===== src/rtl/timer_pkg.sv =====
// -----------------------------------------------------------------------------
// timer_pkg
// Shared definitions for the timer loader: FSM state enum, digit count,
// default digit limits and the BCD digit type.
// Build option: TIMER_LOADER_PAUSE_EN adds the PAUSED state to the enum.
// -----------------------------------------------------------------------------
package timer_pkg;

   localparam int NUM_DIGITS       = 4;
   localparam int UNIT_MAX_DEFAULT = 9;
   localparam int TENS_MAX_DEFAULT = 5;

   typedef logic [3:0] bcd_t;

`ifdef TIMER_LOADER_PAUSE_EN
   typedef enum logic [2:0] {
      ST_IDLE,
      ST_LOAD,
      ST_RUN,
      ST_PAUSED,
      ST_DONE
   } state_t;
`else
   typedef enum logic [2:0] {
      ST_IDLE,
      ST_LOAD,
      ST_RUN,
      ST_DONE
   } state_t;
`endif

   // Digit idx counted from the most significant end: 0=mt, 1=mu, 2=st, 3=su.
   function automatic bcd_t msd_digit(input logic [4*NUM_DIGITS-1:0] e,
                                      input logic [1:0]              idx);
      bcd_t d;
      case (idx)
         2'd0:    d = e[15:12];
         2'd1:    d = e[11:8];
         2'd2:    d = e[7:4];
         default: d = e[3:0];
      endcase
      return d;
   endfunction

endpackage


===== src/rtl/digit_entry_reg.sv =====
// -----------------------------------------------------------------------------
// digit_entry_reg
// Four-digit BCD entry register. A shift moves every digit one place towards
// the most significant end and inserts the new digit as the least significant
// one; the top digit is discarded. Clear zeroes all digits; clear together
// with shift leaves only the new digit (used when leaving DONE on a keypress).
//
// Ports
//   clk    : clock
//   rst    : synchronous active-high reset, zeroes the entry
//   clear  : zero the entry on the next edge
//   shift  : shift digit in on the next edge
//   digit  : digit inserted by shift
//   entry  : {mt,mu,st,su}
// -----------------------------------------------------------------------------
module digit_entry_reg
   import timer_pkg::*;
(
   input  logic                    clk,
   input  logic                    rst,
   input  logic                    clear,
   input  logic                    shift,
   input  bcd_t                    digit,
   output logic [4*NUM_DIGITS-1:0] entry
);

   genvar gi;
   generate
      for (gi = 0; gi < NUM_DIGITS; gi++) begin : g_digit
         bcd_t digit_reg;
         bcd_t shift_src;
         bcd_t clear_val;

         if (gi == 0) begin : g_lsd
            assign shift_src = digit;
            assign clear_val = shift ? digit : '0;
         end else begin : g_upper
            assign shift_src = entry[4*(gi-1) +: 4];
            assign clear_val = '0;
         end

         always_ff @(posedge clk) begin
            if (rst) begin
               digit_reg <= '0;
            end else if (clear) begin
               digit_reg <= clear_val;
            end else if (shift) begin
               digit_reg <= shift_src;
            end
         end

         assign entry[4*gi +: 4] = digit_reg;
      end
   endgenerate

endmodule


===== src/rtl/timer_loader.sv =====
// -----------------------------------------------------------------------------
// timer_loader
// Collects a keyed mm:ss time as four BCD digits, validates it on start,
// serially loads it into a downstream countdown timer (mt, mu, st, su) and
// then enables the timer until it reports completion.
// Build option: define TIMER_LOADER_PAUSE_EN to add pause/resume from RUN.
//
// Ports
//   clk, rst     : clock, synchronous active-high reset
//   digit_in     : keyed BCD digit, qualified by digit_valid
//   start        : load the entered time and run
//   cancel       : abort from any state and clear the entry
//   pause        : pause/resume toggle (only with TIMER_LOADER_PAUSE_EN)
//   finished_in  : countdown complete from the timer
//   load         : serial-load strobe, load_digit valid while high
//   enablen      : active-low count enable
//   entry        : {mt,mu,st,su} for display
//   busy         : state is not IDLE
//   err          : one-cycle pulse on a rejected digit or start
// -----------------------------------------------------------------------------
module timer_loader
   import timer_pkg::*;
#(
   parameter int UNIT_MAX = UNIT_MAX_DEFAULT,
   parameter int TENS_MAX = TENS_MAX_DEFAULT
)(
   input  logic                    clk,
   input  logic                    rst,
   input  logic [3:0]              digit_in,
   input  logic                    digit_valid,
   input  logic                    start,
   input  logic                    cancel,
   input  logic                    pause,
   input  logic                    finished_in,
   output logic                    load,
   output logic [3:0]              load_digit,
   output logic                    enablen,
   output logic [4*NUM_DIGITS-1:0] entry,
   output logic                    busy,
   output logic                    err
);

   localparam bcd_t UNIT_MAX_D = bcd_t'(UNIT_MAX);
   localparam bcd_t TENS_MAX_D = bcd_t'(TENS_MAX);
   localparam logic [2:0] LOAD_LAST = 3'(NUM_DIGITS);

   state_t     state_reg;
   logic [2:0] load_cnt_reg;
   logic       load_reg;
   bcd_t       load_digit_reg;
   logic       enablen_reg;
   logic       busy_reg;
   logic       err_reg;

   logic digit_ok;
   logic tens_bad;
   logic entry_zero;
   logic entry_clear;
   logic entry_shift;

   assign digit_ok   = (digit_in <= UNIT_MAX_D);
   assign tens_bad   = (entry[15:12] > TENS_MAX_D) || (entry[7:4] > TENS_MAX_D);
   assign entry_zero = (entry == '0);

   // Keypresses are taken in IDLE and DONE only; in DONE the old time is
   // dropped so the new digit starts a fresh entry.
   assign entry_clear = cancel || (state_reg == ST_DONE && digit_valid);
   assign entry_shift = !cancel && digit_valid && digit_ok &&
                        (state_reg == ST_IDLE || state_reg == ST_DONE);

`ifndef TIMER_LOADER_PAUSE_EN
   logic unused_pause;
   assign unused_pause = pause;
`endif

   digit_entry_reg u_entry (
      .clk   (clk),
      .rst   (rst),
      .clear (entry_clear),
      .shift (entry_shift),
      .digit (digit_in),
      .entry (entry)
   );

   always_ff @(posedge clk) begin
      if (rst) begin
         state_reg      <= ST_IDLE;
         load_cnt_reg   <= '0;
         load_reg       <= 1'b0;
         load_digit_reg <= '0;
         enablen_reg    <= 1'b1;
         busy_reg       <= 1'b0;
         err_reg        <= 1'b0;
      end else begin
         err_reg <= 1'b0;
         if (cancel) begin
            state_reg      <= ST_IDLE;
            load_cnt_reg   <= '0;
            load_reg       <= 1'b0;
            load_digit_reg <= '0;
            enablen_reg    <= 1'b1;
            busy_reg       <= 1'b0;
         end else begin
            case (state_reg)
               ST_IDLE: begin
                  // A keypress wins over start in the same cycle.
                  if (digit_valid) begin
                     err_reg <= !digit_ok;
                  end else if (start) begin
                     if (tens_bad || entry_zero) begin
                        err_reg <= 1'b1;
                     end else begin
                        state_reg      <= ST_LOAD;
                        load_reg       <= 1'b1;
                        load_digit_reg <= msd_digit(entry, 2'd0);
                        load_cnt_reg   <= 3'd1;
                        busy_reg       <= 1'b1;
                     end
                  end
               end

               ST_LOAD: begin
                  // load_cnt_reg is the index of the next digit to present;
                  // the entry cannot change while loading.
                  if (load_cnt_reg == LOAD_LAST) begin
                     state_reg      <= ST_RUN;
                     load_reg       <= 1'b0;
                     load_digit_reg <= '0;
                     load_cnt_reg   <= '0;
                     enablen_reg    <= 1'b0;
                  end else begin
                     load_digit_reg <= msd_digit(entry, load_cnt_reg[1:0]);
                     load_cnt_reg   <= load_cnt_reg + 3'd1;
                  end
               end

               ST_RUN: begin
                  if (finished_in) begin
                     state_reg   <= ST_DONE;
                     enablen_reg <= 1'b1;
                  end
`ifdef TIMER_LOADER_PAUSE_EN
                  else if (pause) begin
                     state_reg   <= ST_PAUSED;
                     enablen_reg <= 1'b1;
                  end
`endif
               end

`ifdef TIMER_LOADER_PAUSE_EN
               ST_PAUSED: begin
                  // Timer is halted, so a completion flag here is stale.
                  if (pause) begin
                     state_reg   <= ST_RUN;
                     enablen_reg <= 1'b0;
                  end
               end
`endif

               ST_DONE: begin
                  if (digit_valid) begin
                     state_reg <= ST_IDLE;
                     busy_reg  <= 1'b0;
                     err_reg   <= !digit_ok;
                  end
               end

               default: begin
                  state_reg      <= ST_IDLE;
                  load_reg       <= 1'b0;
                  load_digit_reg <= '0;
                  enablen_reg    <= 1'b1;
                  busy_reg       <= 1'b0;
               end
            endcase
         end
      end
   end

   assign load       = load_reg;
   assign load_digit = load_digit_reg;
   assign enablen    = enablen_reg;
   assign busy       = busy_reg;
   assign err        = err_reg;

endmodule


===== config.mk =====
export PLATFORM = sky130hd
export DESIGN_NAME = timer_loader
export DESIGN_NICKNAME = d
export VERILOG_FILES = /design/src/rtl/timer_pkg.sv /design/src/rtl/digit_entry_reg.sv /design/src/rtl/timer_loader.sv
export SDC_FILE = /design/constraint.sdc
export NUM_CORES = 1
export LEC_CHECK = 0
export BUFFER_PORTS_ARGS = -buffer_cell sky130_fd_sc_hd__buf_2
export CELL_PAD_IN_SITES_DETAIL_PLACEMENT = 0
export CELL_PAD_IN_SITES_GLOBAL_PLACEMENT = 2
export CORE_MARGIN = 1
export CORE_UTILIZATION = 29
export CTS_BUF_LIST = sky130_fd_sc_hd__clkbuf_8
export DETAILED_ROUTE_END_ITERATION = 8
export GPL_TIMING_DRIVEN = 0
export HOLD_SLACK_MARGIN = 0.02
export PLACE_DENSITY = 0.76
export SLEW_MARGIN = 20
export SYNTH_ARGS = -nofsm -noshare
export SYNTH_HDL_FRONTEND = slang
export SYNTH_HIERARCHICAL = 1
export SYNTH_SLANG_ARGS = --single-unit

===== constraint.sdc =====
create_clock -name clk -period 5.7 [get_ports clk]
set_input_delay 0 -clock clk [delete_from_list [all_inputs] [get_ports clk]]
set_output_delay 0 -clock clk [all_outputs]
set_load 0.05 [all_outputs]

==> results of run 1 <==
-- synthesized netlist by cell type (all sizes together) --
cell type / instances / share of area
or3b: 1 / 0.0055
o21a: 1 / 0.0094
a222oi: 4 / 0.025
or2b: 1 / 0.0047
buf: 5 / 0.033
inv: 11 / 0.026
o211ai: 2 / 0.0094
ha: 10 / 0.078
o22ai: 1 / 0.0039
o311ai: 1 / 0.0055
o21ai: 13 / 0.041
and2: 4 / 0.016
dfxtp: 29 / 0.36
o32ai: 3 / 0.016
nor3: 2 / 0.0094
a2111oi: 1 / 0.0055
nand3: 2 / 0.0062
mux2i: 17 / 0.11
a21oi: 7 / 0.022
or4: 1 / 0.0047
o41ai: 1 / 0.0055
nand4b: 1 / 0.0055
a311oi: 1 / 0.0055
o31a: 1 / 0.0055
nor2: 21 / 0.049
nor2b: 7 / 0.027
clkbuf: 3 / 0.0070
nand4: 2 / 0.0078
nand2b: 1 / 0.0039
and4: 1 / 0.0055
a31oi: 1 / 0.0039
nor4: 6 / 0.023
or2: 2 / 0.0078
nand2: 21 / 0.049
a211oi: 1 / 0.0047
-- cells by family after synthesis --
group / after synthesis / synth area share
flip-flops: 29 / 0.362
multiplexers: 17 / 0.106
adder cells (fa/ha/maj): 10 / 0.0781
AO/OA/AOI/OAI: 38 / 0.162
buffers and inverters: 19 / 0.0656
AND/OR/NAND/NOR: 73 / 0.226
-- metal layers --
metal / global-route usage / wire (um) / up-vias
met5: 0 / 0 / -
met4: 0.0519 / 40 / 0
met3: 0.0323 / 239 / 4
met2: 0.236 / 1870 / 45
met1: 0.216 / 2060 / 715
li1: - / - / 755
-- worst min path at each step --
stage            from                         endpoint  slack, ns  cells after the start
3_5_place_dp      rst  u_entry/g_digit[0].digit_reg[3]       0.26                      2
5_1_grt        cancel                          enablen       0.20                      3
6_report       cancel                          enablen       0.17                      3
4_1_cts        cancel                          enablen       0.17                      3
3_3_place_gp      rst  u_entry/g_digit[0].digit_reg[3]       0.26                      2
2_1_floorplan     rst  u_entry/g_digit[0].digit_reg[3]       0.07                      1
-- report_power, final --
group / internal (W) / leakage (nW) / switching, W / total (W)
sequential: 0.000205 / 0.234 / 0.00000241 / 0.000207
clock: 0.0000826 / 0.0491 / 0.0000779 / 0.000160
combinational: 0.0000203 / 0.541 / 0.0000295 / 0.0000498
-- per-stage QoR --
stage / hold WS (ns) / std cells
6_report: 0.168 / 304
5_1_grt: 0.199 / 304
4_1_cts: 0.171 / 304
3_5_place_dp: 0.260 / 289
3_3_place_gp: 0.261 / 289
2_1_floorplan: 0.0691 / 186
-- worst max-delay path, cell delays in order (launching register included) --
cell and delay, ns:
dfxtp_1 0.40, inv_1 0.08, ha_1 0.36, nor3_1 0.30, buf_6 0.22, buf_4 0.20, nand2_1 0.06, a21oi_1 0.11
dlygate4sd3_1 0.55
-- layout make-up --
type                            count  area [um2]  share of cell area
Inverter                           11        41.3              0.0206
Clock inverter                      3        13.8             0.00685
Multi-Input combinational cell    138         917               0.457
Timing Repair Buffer               40         235               0.117
Sequential cell                    29         581               0.289
Clock buffer                        5        68.8              0.0343
Buffer                              8        63.8              0.0318
Tap cell                           70        87.6              0.0436
==> run metrics, run 1 <==
Synth Instances between 150 and 200; share of cells above drive strength 1 0.205; Worst VDD drop ~0.00011 V; pre-CTS setup slack roughly 3.6 ns; crit-path max FO 10; initial antenna violation count 0; Max clock buf depth 2; nets@finish around 250; CP Data Arrival Time about 2.6 ns; Placer Congestion around 0.74; Slew Limit Fails 0; Fmax approximately 430 MHz; Core Util, Final 0.386; synth warn 6; clk slew on worst S/H paths roughly 0.060 ns; LEAKAGE 0.825 nW; PwrDens ~210 nW/um2; GRT Overall Usage 0.155; number of diodes 0; Cell Area, Synth roughly 1600 um2; Sum Neg Setup Slack 0 ns; total number of vias approximately 1,500; total CTS buffers 5; IO Pins 35; Tcrit/Tclk final 0.412; Post-Syn Nets around 210; Slew Limit Headroom 0.493; Synth Area per Inst 8.62 um2; postcts setup bufs 0; Sink Count 29; flop-to-flop setup slack 3.35 ns; Slew @ Worst Pin 0.758 ns; first-pass GRT wire length a little over 7 mm; outcome completed; unrepaired setup endpoints after global routing false; fin area between 2000 and 2500 um2; die area 5830 um2; PostCTS Resize Cnt 0; Congestion Overflow GR 0; Via density around 5; beginning of the critical path state_reg[0]; reg2reg start state_reg[0]; IO Port Bufs 33; DR iter-0 viols 119; most frequent cells in the layout buf_2, dfxtp_1, nand2_1, nor2_1, mux2i_1; Hold Violations, Final 0; H-Tree Depth 2; core area around 5200 um2; Worst Setup Start Kind register; Critical R2R Capture u_entry/g_digit[0].digit_reg[3]; starting density of the core 0.308; Final Critical Period 2.35 ns; number of max-cap violations 0; Detail Route Antenna Nets 0; worst min path class in2reg; Final WS setup around 3.3 ns; layout filler cell count 560; Setup Viol. Count Final 0; DP HPWL between 3 and 4 mm; area grow syn2layout 25.3%; dpl cell area approximately 1900 um2; max reg flops 16; Root Driver clkbuf_8; R2R depth 8; TritonCTS clock tree built; hold_buf cts 7; total power 0.000417 W; Clock Latency Late Sink between 0.2 and 0.3 ns; Routed Wire Length around 4.2 mm; WS Path Type reg2reg; Final Skew ~0.0049 ns; Die Wd 76.3 um; Setup crit end kind register; part of the Yosys area used for sequential elements 0.362; crit path capture u_entry/g_digit[0].digit_reg[3]; DRC Markers 0; largest net degree at the start of global routing 11; DR WL/cell between 10 and 15 um; Req. time, crit path ~5.9 ns; flip-flop and latch count after synthesis 29; synth unique cells 38; DR pass1 iterations 4; Die Ht approximately 76 um; most common cell after layout, fill and taps aside buf_2; row cnt 26; vias in the first global route about 1,500
No activity file was read; power rests on OpenSTA's default activity.
==> run 2: changes to the inputs <==
--- a/config.mk
+++ b/config.mk
@@ -14,7 +14,7 @@
 export DETAILED_ROUTE_END_ITERATION = 8
 export GPL_TIMING_DRIVEN = 0
 export HOLD_SLACK_MARGIN = 0.02
-export PLACE_DENSITY = 0.76
+export PLACE_DENSITY = 0.79
 export SLEW_MARGIN = 20
 export SYNTH_ARGS = -nofsm -noshare
 export SYNTH_HDL_FRONTEND = slang
==> constraint.sdc (replaced) <==
create_clock -name clk -period 2 [get_ports clk]
set_input_delay 0 -clock clk [delete_from_list [all_inputs] [get_ports clk]]
set_output_delay 0 -clock clk [all_outputs]
set_load 0.05 [all_outputs]
==> run metrics, run 2 (same netlist as run 1, synthesis figures left out) <==
outcome completed; fin area a little over 2000 um2; CP Cell Sequence inv_1 > ha_2 > nor2b_1 > a21oi_2 > or2b_1 > or4_1 > a21oi_1; DP HPWL 3.00 mm; Slew Limit Headroom 0.508; beginning of the critical path state_reg[0]; Congestion Overflow GR 0; unrepaired setup endpoints after global routing false; H-Tree Depth 2; CP bufs+invs 1; placed cells 289; Crit path max-delay family simple AND/OR/NAND/NOR gates; register area approximately 590 um2; LEAKAGE between 0.8 and 0.9 nW; most common cell after layout, fill and taps aside buf_2; area grow syn2layout 28.8%; layout filler cell count between 500 and 600; Root Driver clkbuf_8; Multi-input gate area roughly 940 um2; dpl cell area about 1900 um2; cell depth of the worst setup path 7; DRC Markers 0; IO Pins 35; Via density about 5.0; share of cells above drive strength 1 0.261; number of diodes 0; IO Port Bufs 33; Die Wd ~76 um; Slew @ Worst Pin approximately 0.73 ns; Critical R2R Capture state_reg[0]; WS Path Type reg2reg; Placer Congestion a little under 0.8; initial antenna violation count 0; crit-path max FO 5; row cnt 26; Setup Viol. Count Final 0; Slew Limit Fails 0; PwrDens 620 nW/um2; Tcrit/Tclk final 0.955; Clock Latency Late Sink 0.28 ns; DR WL/cell 13.7 um; die area 5830 um2; DR pass1 iterations 5; largest net degree at the start of global routing 11; final cell count without fillers between 300 and 400; Routed Wire Length between 4 and 5 mm; Worst VDD drop 0.000217 V; Worst Setup Start Kind register; total number of vias ~1,500; Detail Route Antenna Nets 0; Fmax 524 MHz; slowest CP cell or4_1; max incr delay on CP approximately 0.51 ns; Sink Count 29; GRT Overall Usage 0.151; TritonCTS clock tree built; first-pass GRT wire length 7.04 mm; total CTS buffers 5; nets@finish roughly 250; flop-to-flop setup slack 0.09 ns; Max clock buf depth 2; Final Critical Period 1.91 ns; starting density of the core 0.308; Hold Violations, Final 0; Final Skew between 0.0006 and 0.0007 ns; clk slew on worst S/H paths approximately 0.060 ns; hold_ws about 0.15 ns; max reg flops 16; worst min path class in2reg; most frequent cells in the layout buf_2, dfxtp_1, nand2_1, nor2_1, mux2i_1; vias in the first global route roughly 1,400; crit path capture state_reg[0]; Setup crit end kind register; core area approximately 5200 um2; R2R depth 7; Req. time, crit path roughly 2.2 ns; Die Ht ~76 um; DR iter-0 viols 80; number of max-cap violations 0; CP Data Arrival Time 2.12 ns; reg2reg start state_reg[0]
run 2: changes by cell type in the layout (fill, tap and decap cells not counted), moves of 2 or more:
cell      delta
dfxtp_1      -4
dfxtp_2      +3
ha_1         -3
inv_1        -3
clkbuf_8     +2
ha_2         +2
inv_2        +2
run 2: final cells by class:
| class | count | share of cell area |
|---|---|---|
| tap | 70 | 0.0424 |
| timing repair buffer | 41 | 0.118 |
| inverter | 11 | 0.0200 |
| multi-input combinational | 138 | 0.457 |
| sequential | 29 | 0.285 |
| clock inverter | 1 | 0.00242 |
| clock buffer | 7 | 0.0467 |
| buffer | 7 | 0.0291 |
run 2: metrics by stage:
| stage | total power (W) | utilization | TNS, ns | worst slack (ns) |
|---|---|---|---|---|
| after global routing | 0.00135 | 0.397 | 0 | 0.0164 |
| after CTS | 0.00130 | 0.393 | 0 | 0.000612 |
| final | 0.00128 | 0.397 | 0 | 0.0906 |
| after global placement | 0.000735 | 0.357 | -0.149 | -0.149 |
| after detailed placement | 0.000734 | 0.357 | -0.128 | -0.128 |
| after floorplan | 0.000696 | - | 0 | 0.000678 |
run 2: layer usage:
metal  wire length, um  vias to the layer above  GRT usage
met3               183                        5     0.0287
met5                 0                        -          0
met1              2160                      706      0.209
li1                  -                      762          -
met2              1760                       40      0.225
met4                63                        0     0.0692
run 2: power by group:
| group | switching, W | internal, W | total, W |
|---|---|---|---|
| sequential | 0.00000649 | 0.000583 | 0.000589 |
| clock | 0.000234 | 0.000311 | 0.000545 |
| combinational | 0.0000842 | 0.0000607 | 0.000145 |
run 2: how the worst min path moves through the flow:
stage | start | to | slack [ns] | cells past startpoint
after floorplan | rst | u_entry/g_digit[0].digit_reg[3] | 0.07 | 1
after global routing | cancel | u_entry/g_digit[0].digit_reg[3] | 0.17 | 4
final | cancel | u_entry/g_digit[0].digit_reg[3] | 0.15 | 4
after global placement | rst | u_entry/g_digit[0].digit_reg[3] | 0.26 | 2
after detailed placement | rst | u_entry/g_digit[0].digit_reg[3] | 0.27 | 2
after CTS | cancel | u_entry/g_digit[0].digit_reg[3] | 0.12 | 4
run 2: worst min-delay path, stage by stage:
cell and delay [ns]:
buf_2 0.11, nand2b_1 0.11, or3b_1 0.10, a21oi_1 0.06
run 2: repair_timing:
action	CTS	global route
setup buffers	0	1
resized for setup	5	7
hold endpoints to repair	5	0
setup endpoints to repair	1	5
hold buffers	7	0
